--- config.mk ---
export PLATFORM = sky130hd
export DESIGN_NAME = day_of_yr_decoder
export DESIGN_NICKNAME = d
export VERILOG_FILES = /design/src/rtl/day_of_yr_decoder.sv
export SDC_FILE = /design/constraint.sdc
export NUM_CORES = 1
export LEC_CHECK = 0
export CAP_MARGIN = 5
export CORE_ASPECT_RATIO = 0.75
export CORE_MARGIN = 4
export CORE_UTILIZATION = 57
export DETAILED_ROUTE_END_ITERATION = 8
export PLACE_DENSITY_LB_ADDON = 0.1
export SKIP_LAST_GASP = 1
export SYNTH_ARGS = -nofsm -noshare
export SYNTH_HDL_FRONTEND = slang
export SYNTH_SLANG_ARGS = --single-unit
--- constraint.sdc ---
create_clock -name clk -period 7.1 [get_ports clk]
set_input_delay 1.065 -clock clk [delete_from_list [all_inputs] [get_ports clk]]
set_output_delay 1.065 -clock clk [all_outputs]
set_load 0.005 [all_outputs]
--- src/rtl/day_of_yr_decoder.sv ---
// rtl/day_of_yr_decoder.sv - day-of-year to month/day-of-month decoder
// Validates against the year's length, then walks one month per clock.
module day_of_yr_decoder #(
  parameter int YEAR_W = 11
) (
  input  logic              clk,
  input  logic              resetN,
  input  logic              in_valid,
  output logic              in_ready,
  input  logic [8:0]        dayOfYear,
  input  logic [YEAR_W-1:0] year,
  output logic              out_valid,
  input  logic              out_ready,
  output logic [3:0]        month,
  output logic [5:0]        dayOfMonth,
  output logic              error
);

  typedef enum logic [1:0] {IDLE, CHECK, WALK, DONE} state_t;

  state_t            state, state_n;
  logic [8:0]        doy_q;
  logic [YEAR_W-1:0] year_q;
  logic              leap_q;
  logic [8:0]        rem;
  logic [3:0]        cur_m;

  logic [31:0]       year_ext;
  logic              leap_c;
  logic [8:0]        year_len;
  logic              bad_doy;
  logic [8:0]        month_len;
  logic              fits;

  assign year_ext = 32'(year_q);
  assign leap_c   = (year_ext % 32'd4 == 32'd0) &&
                    ((year_ext % 32'd100 != 32'd0) || (year_ext % 32'd400 == 32'd0));
  assign year_len = leap_c ? 9'd366 : 9'd365;
  assign bad_doy  = (doy_q == 9'd0) || (doy_q > year_len);

  // February uses the leap flag registered in CHECK, not a live recompute
  always_comb begin
    month_len = 9'd31;
    case (cur_m)
      4'd2:                        month_len = 9'd28 + {8'd0, leap_q};
      4'd4, 4'd6, 4'd9, 4'd11:     month_len = 9'd30;
      default:                     month_len = 9'd31;
    endcase
  end

  assign fits = (rem <= month_len);

  always_comb begin
    state_n = state;
    case (state)
      IDLE:    if (in_valid) state_n = CHECK;
      CHECK:   state_n = bad_doy ? DONE : WALK;
      WALK:    if (fits) state_n = DONE;
      DONE:    if (out_ready) state_n = IDLE;
      default: state_n = IDLE;
    endcase
  end

  always_ff @(posedge clk or negedge resetN) begin
    if (!resetN) begin
      state      <= IDLE;
      in_ready   <= 1'b1;
      out_valid  <= 1'b0;
      month      <= 4'd0;
      dayOfMonth <= 6'd0;
      error      <= 1'b0;
      doy_q      <= 9'd0;
      year_q     <= '0;
      leap_q     <= 1'b0;
      rem        <= 9'd0;
      cur_m      <= 4'd0;
    end else begin
      state     <= state_n;
      in_ready  <= (state_n == IDLE);
      out_valid <= (state_n == DONE);
      case (state)
        IDLE: begin
          if (in_valid) begin
            doy_q  <= dayOfYear;
            year_q <= year;
          end
        end
        CHECK: begin
          leap_q <= leap_c;
          if (bad_doy) begin
            month      <= 4'd0;
            dayOfMonth <= 6'd0;
            error      <= 1'b1;
          end else begin
            rem   <= doy_q;
            cur_m <= 4'd1;
          end
        end
        WALK: begin
          if (fits) begin
            month      <= cur_m;
            dayOfMonth <= rem[5:0];
            error      <= 1'b0;
          end else begin
            rem   <= rem - month_len;
            cur_m <= cur_m + 4'd1;
          end
        end
        default: ;
      endcase
    end
  end

endmodule

==> flow_summary.json <==
{
  "worst_slack_ps": 533,
  "synth_top_flop_cell": "dfrtp_1",
  "wl_per_cell_um": 16.8,
  "drc": 0,
  "num_rows": 24,
  "worstSetupEndpointType": "flop",
  "syn_area_mm2": 0.00346,
  "period_needed_ps": 6570,
  "n_antenna_cell": 0,
  "grt_first_pass_wirelength_um": 13200,
  "die_h_um": 75.5,
  "ys.warnings.count": 0,
  "die_x_um": 98.0,
  "syn-num-nets": 418,
  "slowest_stage": "dfrtp_1",
  "synth_edf_count": 0,
  "ys_top_cells_by_area": "dfrtp_1, mux2_2, ha_1, o21ai_0, a21oi_1",
  "post-cts-setup-buffer-count": 0,
  "drtIter0Drc": 187,
  "synth_top_area_cell": "dfrtp_1",
  "path_clk_slew_ps": 100,
  "start_util_pct": 59.1,
  "worst_pin_slew_ps": 1100,
  "insertion_delay_ps": 300,
  "grt_overflow": 0,
  "via_count": 3040,
  "drt-total-wl_um": 8110,
  "fmax_mhz": 152,
  "worstPathRequired_ps": 7330,
  "grt_antenna_before_repair": 0,
  "final_cell_area_mm2": 0.00399,
  "hold_path_class": "reg -> reg",
  "period_share_pct": 92.5,
  "cts_sinks": 49,
  "postSynthAreaPerCell_um2": 9.13,
  "finalHoldViolCount": 0,
  "critPathBufInv": 1,
  "path_class": "reg -> reg",
  "timing.hold.ws_ps": 510,
  "max_stage_delay_ps": 590,
  "grt_use_total_pct": 21.9,
  "relSlewSlack_pct": 26.6,
  "ctsResizeCount": 0,
  "placed_cell_area_mm2": 0.00384,
  "drt-pass1-iter-count": 5,
  "cap_violations": 0,
  "synthArstFlopShare_pct": 100,
  "cts_buffers": 5,
  "ys_seq_area_share_pct": 35.5,
  "io_buffers": 36,
  "ys_top_cells_by_count": "dfrtp_1, o21ai_0, a21oi_1, inv_1, nor2_1",
  "syn2layout_area_growth_pct": 15.3,
  "io_pins": 37,
  "htreeDepth": 2,
  "fin_nets": 444,
  "yosys.cell_count.top_type": "dfrtp_1",
  "synthCells": 379,
  "fin_skew_ps": 12.0,
  "cp_top_family": "compound AO/OA/AOI/OAI gates",
  "grt_max_degree": 50,
  "startpoint_type": "flop",
  "slew_violations": 0,
  "hold_buffers": 0,
  "synth_top_area_share_pct": 34.7,
  "arrival_ps": 6790,
  "cts_tree": "built",
  "routed_via_density": 6.28,
  "synth.ff_latch_count": 49,
  "dieArea_mm2": 0.00739,
  "dp_slack_ps": 608,
  "gp_congestion": 0.930,
  "hpwlAfterDp_um": 5800,
  "cts.path.max_buffers": 2,
  "core_area_mm2": 0.00586,
  "status": "complete, no violations",
  "drtAntennaViolNets": 0,
  "setup_violations": 0,
  "synth_cell_types": 70,
  "grt_pass1_vias": 2705,
  "cts_root_buffer": "clkbuf_8",
  "layout-drive-gt1-share_pct": 15.0,
  "cp_max_fo": 19
}
-- routing by layer --
metal | track usage [%] | routed length [um]
met5 | 0 | 0
met4 | 3.38 | 57
met3 | 5.67 | 601
met2 | 32.4 | 3430
met1 | 33.0 | 4020
-- per-stage QoR --
| stage | utilization, % | std cells | setup TNS, ps |
|---|---|---|---|
| finish | 68.1 | 484 | 0 |
| global placement | 65.6 | 476 | 0 |
| CTS | 67.9 | 484 | 0 |
| global route | 68.1 | 484 | -2.31 |
| detailed placement | 65.6 | 476 | 0 |
| floorplan | - | 379 | 0 |
-- kinds of logic after synthesis --
group	after synthesis	share of synthesized area, %
buffers and inverters	46	5.68
AND/OR/NAND/NOR	112	17.7
XOR/XNOR	5	1.70
AO/OA/AOI/OAI	126	25.5
adder cells (fa/ha/maj)	16	5.93
flip-flops	49	35.5
multiplexers	25	7.96
-- layout make-up --
type,count,area [um^2]
Clock inverter,3,68.8
Inverter,26,97.6
Tap cell,78,97.6
Clock buffer,5,68.8
Timing Repair Buffer,39,378
Sequential cell,49,1230
Multi-Input combinational cell,284,2050
Fill cell,487,1870
-- cell usage in the layout, fill, tap and decap left out, types with 5 or more instances in the layout --
| cell type | count |
|---|---|
| dfrtp_1 | 48 |
| clkdlybuf4s50_1 | 35 |
| o21ai_0 | 31 |
| inv_1 | 26 |
| a21oi_1 | 25 |
| nor2_1 | 24 |
| mux2_2 | 20 |
| nand2_1 | 19 |
| nand3_1 | 19 |
| ha_1 | 14 |
| o22ai_1 | 9 |
| nor3_1 | 7 |
| a31oi_1 | 7 |
| nor4_1 | 6 |
| a211oi_1 | 6 |
| a21boi_0 | 5 |
| mux2i_1 | 5 |
| a21o_1 | 5 |
| or2_2 | 5 |
| clkbuf_8 | 5 |
-- worst reg2reg max path, delay by kind of cell (launching register included) --
kind,cells,cell delay [ps]
AO/OA/AOI/OAI,14,3210
AND/OR/NAND/NOR,9,1960
flip-flops,1,590
adder cells (fa/ha/maj),2,500
buffers and inverters,1,250
-- final timing paths --
check / from / end / slack (ps) / depth (start not counted)
worst max-delay path: year_q[7] / rem[8] / 530 / 26
worst min-delay path: dayOfMonth[5] / dayOfMonth[5] / 510 / 1
min in group asynchronous: resetN / month[1] / 860 / 2
max in group asynchronous: resetN / doy_q[3] / 5820 / 2
worst max register to register: year_q[7] / rem[8] / 530 / 26
worst min register to register: dayOfMonth[5] / dayOfMonth[5] / 510 / 1
-- sequential cells by signal, indices dropped and copies added (netlist names) --
signal,cells
year_q,11
cur_m,4
dayOfMonth,6
doy_q,9
out_valid,1
state,2
in_ready,1
error,1
month,4
leap_q,1
rem,9
Power is left out: the tool's default activity adds up to more than one toggle a clock period on the data nets, which glitch-free logic cannot reach.
